--- src/rtl/intc.sv ---
// rtl/intc.sv - eight-source prioritised interrupt controller with bus registers
//
// Ports:
//   clk      single clock, all state updates on its rising edge
//   rst_n    asynchronous active-low reset
//   din      bus write data (DW bits)
//   addr     bus register word address (AW bits)
//   we       1 = write din to addr, 0 = read addr into dout next cycle
//   dout     registered read data, holds while we=1
//   irq_src  interrupt sources, rising-edge detected ([0]=T0, [1]=T1, [7:2] spare)
//   irq_req  registered interrupt request to the CPU
//   irq_vec  registered index of the source requested or in service
//   irq_ack  CPU acknowledge pulse, honoured only while requesting
//
// Register map (word addresses):
//   0x00 ICTR  [0] global enable
//   0x01 IEN   [7:0] per-source enable
//   0x02 IPND  [7:0] pending, write-1-to-clear
//   0x03 IVEC  read {in_service, 0..., vec[2:0]}
//   0x04 EOI   any write ends service
module intc #(
    parameter int DW = 16,
    parameter int AW = 12
) (
    input  logic          clk,
    input  logic          rst_n,
    input  logic [DW-1:0] din,
    input  logic [AW-1:0] addr,
    input  logic          we,
    output logic [DW-1:0] dout,
    input  logic [7:0]    irq_src,
    output logic          irq_req,
    output logic [2:0]    irq_vec,
    input  logic          irq_ack
);

    localparam logic [AW-1:0] A_ICTR = AW'(0);
    localparam logic [AW-1:0] A_IEN  = AW'(1);
    localparam logic [AW-1:0] A_IPND = AW'(2);
    localparam logic [AW-1:0] A_IVEC = AW'(3);
    localparam logic [AW-1:0] A_EOI  = AW'(4);

    typedef enum logic [1:0] {
        S_IDLE,
        S_REQ,
        S_SERVICE
    } state_t;

    state_t     state, state_n;
    logic       ictr, ictr_n;
    logic [7:0] ien, ien_n;
    logic [7:0] ipnd, ipnd_n;
    logic [7:0] src_q;
    logic       armed;
    logic [2:0] vec, vec_n;
    logic       req_q;

    logic [7:0]    edges;
    logic [7:0]    active;
    logic [2:0]    winner;
    logic [7:0]    w1c_mask;
    logic [7:0]    ack_mask;
    logic [DW-1:0] rd_data;
    logic          wr_ictr, wr_ien, wr_ipnd, wr_eoi;

    // Only the low byte of write data is architecturally used.
    logic unused_din;
    assign unused_din = ^din[DW-1:8];

    assign wr_ictr = we && (addr == A_ICTR);
    assign wr_ien  = we && (addr == A_IEN);
    assign wr_ipnd = we && (addr == A_IPND);
    assign wr_eoi  = we && (addr == A_EOI);

    // The first edge after reset release only samples the sources, so a
    // line already high when reset lifts is not mistaken for a new edge.
    assign edges  = armed ? (irq_src & ~src_q) : 8'h00;
    assign active = ipnd & ien;

    // Lowest index wins: scan from the top so lower bits overwrite.
    always_comb begin
        winner = 3'd0;
        for (int i = 7; i >= 0; i--) begin
            if (active[i]) begin
                winner = 3'(i);
            end
        end
    end

    assign ictr_n   = wr_ictr ? din[0] : ictr;
    assign ien_n    = wr_ien ? din[7:0] : ien;
    assign w1c_mask = wr_ipnd ? din[7:0] : 8'h00;
    assign ack_mask = ((state == S_REQ) && irq_ack) ? (8'h01 << vec) : 8'h00;

    // New edges are OR-ed in last so a same-cycle set beats any clear.
    assign ipnd_n = (ipnd & ~w1c_mask & ~ack_mask) | edges;

    always_comb begin
        state_n = state;
        vec_n   = vec;
        case (state)
            S_IDLE: begin
                if (ictr && (active != 8'h00)) begin
                    state_n = S_REQ;
                    vec_n   = winner;
                end
            end
            S_REQ: begin
                // Withdrawal is judged on the post-write values so that a
                // software clear drops irq_req on the very next cycle.
                if (irq_ack) begin
                    state_n = S_SERVICE;
                end else if (!ipnd_n[vec] || !ien_n[vec] || !ictr_n) begin
                    state_n = S_IDLE;
                end
            end
            S_SERVICE: begin
                if (wr_eoi) begin
                    state_n = S_IDLE;
                end
            end
            default: begin
                state_n = S_IDLE;
            end
        endcase
    end

    always_comb begin
        rd_data = '0;
        case (addr)
            A_ICTR: rd_data[0]   = ictr;
            A_IEN:  rd_data[7:0] = ien;
            A_IPND: rd_data[7:0] = ipnd;
            A_IVEC: begin
                rd_data[DW-1] = (state == S_SERVICE);
                rd_data[2:0]  = vec;
            end
            default: rd_data = '0;
        endcase
    end

    always_ff @(posedge clk or negedge rst_n) begin
        if (!rst_n) begin
            state <= S_IDLE;
            ictr  <= 1'b0;
            ien   <= 8'h00;
            ipnd  <= 8'h00;
            src_q <= 8'h00;
            armed <= 1'b0;
            vec   <= 3'd0;
            req_q <= 1'b0;
            dout  <= '0;
        end else begin
            state <= state_n;
            ictr  <= ictr_n;
            ien   <= ien_n;
            ipnd  <= ipnd_n;
            src_q <= irq_src;
            armed <= 1'b1;
            vec   <= vec_n;
            req_q <= (state_n == S_REQ);
            if (!we) begin
                dout <= rd_data;
            end
        end
    end

    assign irq_req = req_q;
    assign irq_vec = vec;

endmodule

--- config.mk ---
export PLATFORM = sky130hd
export DESIGN_NAME = intc
export DESIGN_NICKNAME = d
export VERILOG_FILES = /design/src/rtl/intc.sv
export SDC_FILE = /design/constraint.sdc
export NUM_CORES = 1
export LEC_CHECK = 0
export BUFFER_PORTS_ARGS = -buffer_cell sky130_fd_sc_hd__buf_2
export CAP_MARGIN = 20
export CORE_MARGIN = 2
export CORE_UTILIZATION = 56
export DETAILED_ROUTE_END_ITERATION = 7
export GPL_TIMING_DRIVEN = 1
export PLACE_DENSITY = 0.9
export SYNTH_ARGS = -nofsm -noshare
export SYNTH_HDL_FRONTEND = slang
export SYNTH_SLANG_ARGS = --single-unit
--- constraint.sdc ---
create_clock -name clk -period 5.65 [get_ports clk]
set_input_delay 0.2825 -clock clk [delete_from_list [all_inputs] [get_ports clk]]
set_output_delay 0.2825 -clock clk [all_outputs]
set_load 0.02 [all_outputs]
==> results.json <==
{
  "status": "complete, no violations",
  "arrival_ns": 2.88,
  "dpl.cell_count": 296,
  "min_period_ns": 2.75,
  "grt_util_met1_pct": 30.9,
  "die_w_um": 66.2,
  "ys_ff_latch": 41,
  "die_h_um": 66.2,
  "syn_area_per_cell_sq_um": 10.3,
  "slew_viol_final": 0,
  "dpl_cell_area_sq_mm": 0.00239,
  "setup.worst_path.end_class": "flip-flop",
  "ctsResizeCount": 0,
  "cts_setup_buffers": 0,
  "area_delta_synth_final_pct": 14.4,
  "synthDistinctLibCells": 50,
  "synth_ff_type": "dfrtp_1",
  "ys_async_sr_fraction_pct": 100,
  "drive_above_1_share_pct": 25.5,
  "avgRoutedWirePerCell_um": 15.4,
  "gr-total-overflow": 0,
  "antenna_found_initial": 0,
  "met3_usage_pct": 5.79,
  "place_hpwl_um": 3500,
  "yosysTopAreaCell": "dfrtp_1",
  "critPathLaunch": "irq_vec[2]",
  "syn_area_sq_mm": 0.00217,
  "row_count": 22,
  "fmax_ghz": 0.364,
  "finalClockSkew_ns": 0.00796,
  "coreArea_sq_mm": 0.00369,
  "grt_first_pass_wirelength_um": 7560,
  "rsz0062_at_grt": "false",
  "cts_tree": "yes",
  "nFillCells": 314,
  "p_per_area_mw_per_mm2": 218,
  "synthDominantCellAreaShare_pct": 47.3,
  "track_usage_pct": 23.3,
  "tightest_slew_ns": 0.907,
  "synth_edf_count": 0,
  "synth_commonest_cells": "41 x dfrtp_1, 23 x nand2_1, 16 x o21ai_0",
  "initial_core_util_pct": 58.8,
  "portBuffers": 44,
  "wirelength_um": 4660,
  "critical_path_class": "reg -> reg",
  "drv_cap": 0,
  "peakVddDrop_uv": 187,
  "nets": 295,
  "synth-warning-count": 0,
  "hp-class": "in -> async",
  "clockRootBuffer": "clkbuf_8",
  "design_area_sq_mm": 0.00248,
  "grt.met2_usage_pct": 37.3,
  "fin_total_pwr_w": 0.000540,
  "clk_pin_slew_ns": 0.08,
  "final.setup.tns_ns": 0,
  "period_share_pct": 48.6,
  "ff2ff_setup_slack_ns": 2.90,
  "synth-seq-area-share_pct": 47.3,
  "worstPathRequired_ns": 5.78,
  "drcViolationCount": 0,
  "antenna_left": 0,
  "yosysMostFrequentCell": "dfrtp_1",
  "grt_start_max_net_pins": 42,
  "htreeDepth": 2,
  "worstPathMaxFanout": 7,
  "final_util_pct": 67.2,
  "synthCells": 211,
  "ios": 60,
  "cts_buffers": 5,
  "clockBufferDepth": 2,
  "hold_viol": 0,
  "synth.area.top_cells": "dfrtp_1 47%, mux2_2 4.7%, nand2_1 4.0%",
  "slew_headroom_pct": 38.7,
  "clock_sinks": 41,
  "grt_pass1_vias": 1643,
  "gp_congestion": 0.895,
  "design.die.area_sq_mm": 0.00438,
  "dr_total_vias": 1776,
  "cts_hold_repair.buffers": 0,
  "clock_latency_ns": 0.30,
  "final_cells": 303,
  "power_leakage_nw": 1.14,
  "r2r-start": "irq_vec[2]",
  "cp-start-kind": "flip-flop",
  "n_antenna_cell": 0,
  "busiest_layer": "met2",
  "viasPerCell": 5.86,
  "dr.first_iter.drc_count": 92,
  "drt_first_pass_iters": 4,
  "finalSetupViolations": 0
}
## stage by stage
stage	setup WS, ns	hold WS [ns]
after floorplan	3.55	-0.0131
after CTS	2.99	0.0925
after global placement	3.12	0.401
after global routing	2.76	0.0882
final	2.90	0.101
after detailed placement	3.03	0.404
## worst paths after layout
path,cells after the start,endpoint
worst min-delay path,1,src_q[1]
worst max-delay path,6,irq_req
max in group asynchronous,1,ien[7]
worst max register to register,6,irq_req
worst min register to register,2,dout[15]
min in group clk,1,src_q[7]
## placed cells by master (no fill, tap or decap), types with 2 or more instances in the layout
cell type  instances
buf_2             44
nor2_1            13
a22oi_1            9
mux2i_1            2
o311ai_0           2
and3_1             2
a22o_1             2
clkbuf_8           6
conb_1             8
nand2_1           23
o211ai_1           2
o31ai_1            3
nand3_1            2
nor2b_1            4
o22a_1             2
nand2b_1           5
nand4_1            3
a21oi_1            7
nand4b_1           2
o21ai_0           16
inv_1              7
dfrtp_1           41
nor4b_1            2
mux2_2             9
and2_1             3
and3b_1            3
nor4bb_1           3
nand3b_1           5
a21boi_0           4
## power breakdown
group | internal [W] | switching (W)
clock network | 0.0000968 | 0.0000947
registers | 0.000298 | 0.00000462
logic | 0.0000180 | 0.0000281
## area by class of cell
cell class | count | area [sq um] | area share, %
timing repair buffer | 44 | 220 | 8.88
inverter | 7 | 26.3 | 1.06
tap | 48 | 60.1 | 2.42
sequential | 41 | 1030 | 41.4
clock buffer | 7 | 86.3 | 3.48
multi-input combinational | 156 | 1060 | 42.8
## logic make-up (layout without fill, tap and decap cells)
| logic type | Yosys count | count (layout) | share of synthesized area, % |
|---|---|---|---|
| compound gates | 57 | 57 | 17.7 |
| buf+inv | 20 | 58 | 4.79 |
| flops | 41 | 41 | 47.3 |
| mux | 13 | 13 | 7.85 |
| other cells | 2 | 8 | 0.347 |
| simple gates | 78 | 78 | 21.9 |
## sequential cells by signal, indices dropped and copies added (netlist names)
register,flops
armed,1
dout,9
ictr,1
ien,8
ipnd,8
irq_req,1
irq_vec,3
src_q,8
state,2
## per-layer routing
layer | vias to the layer above | wire [um]
met5 | - | 0
met4 | 0 | 63
met3 | 8 | 287
met2 | 60 | 2250
met1 | 857 | 2060
li1 | 851 | -
## worst max-delay path, stage by stage (launching register included)
cell,delay (ns)
dfrtp_1,0.48
nor4bb_1,0.81
a21boi_0,0.24
o22a_1,0.28
and3_1,0.17
o311ai_1,0.35
o311ai_0,0.25
Power figures use the tool's default switching activity.
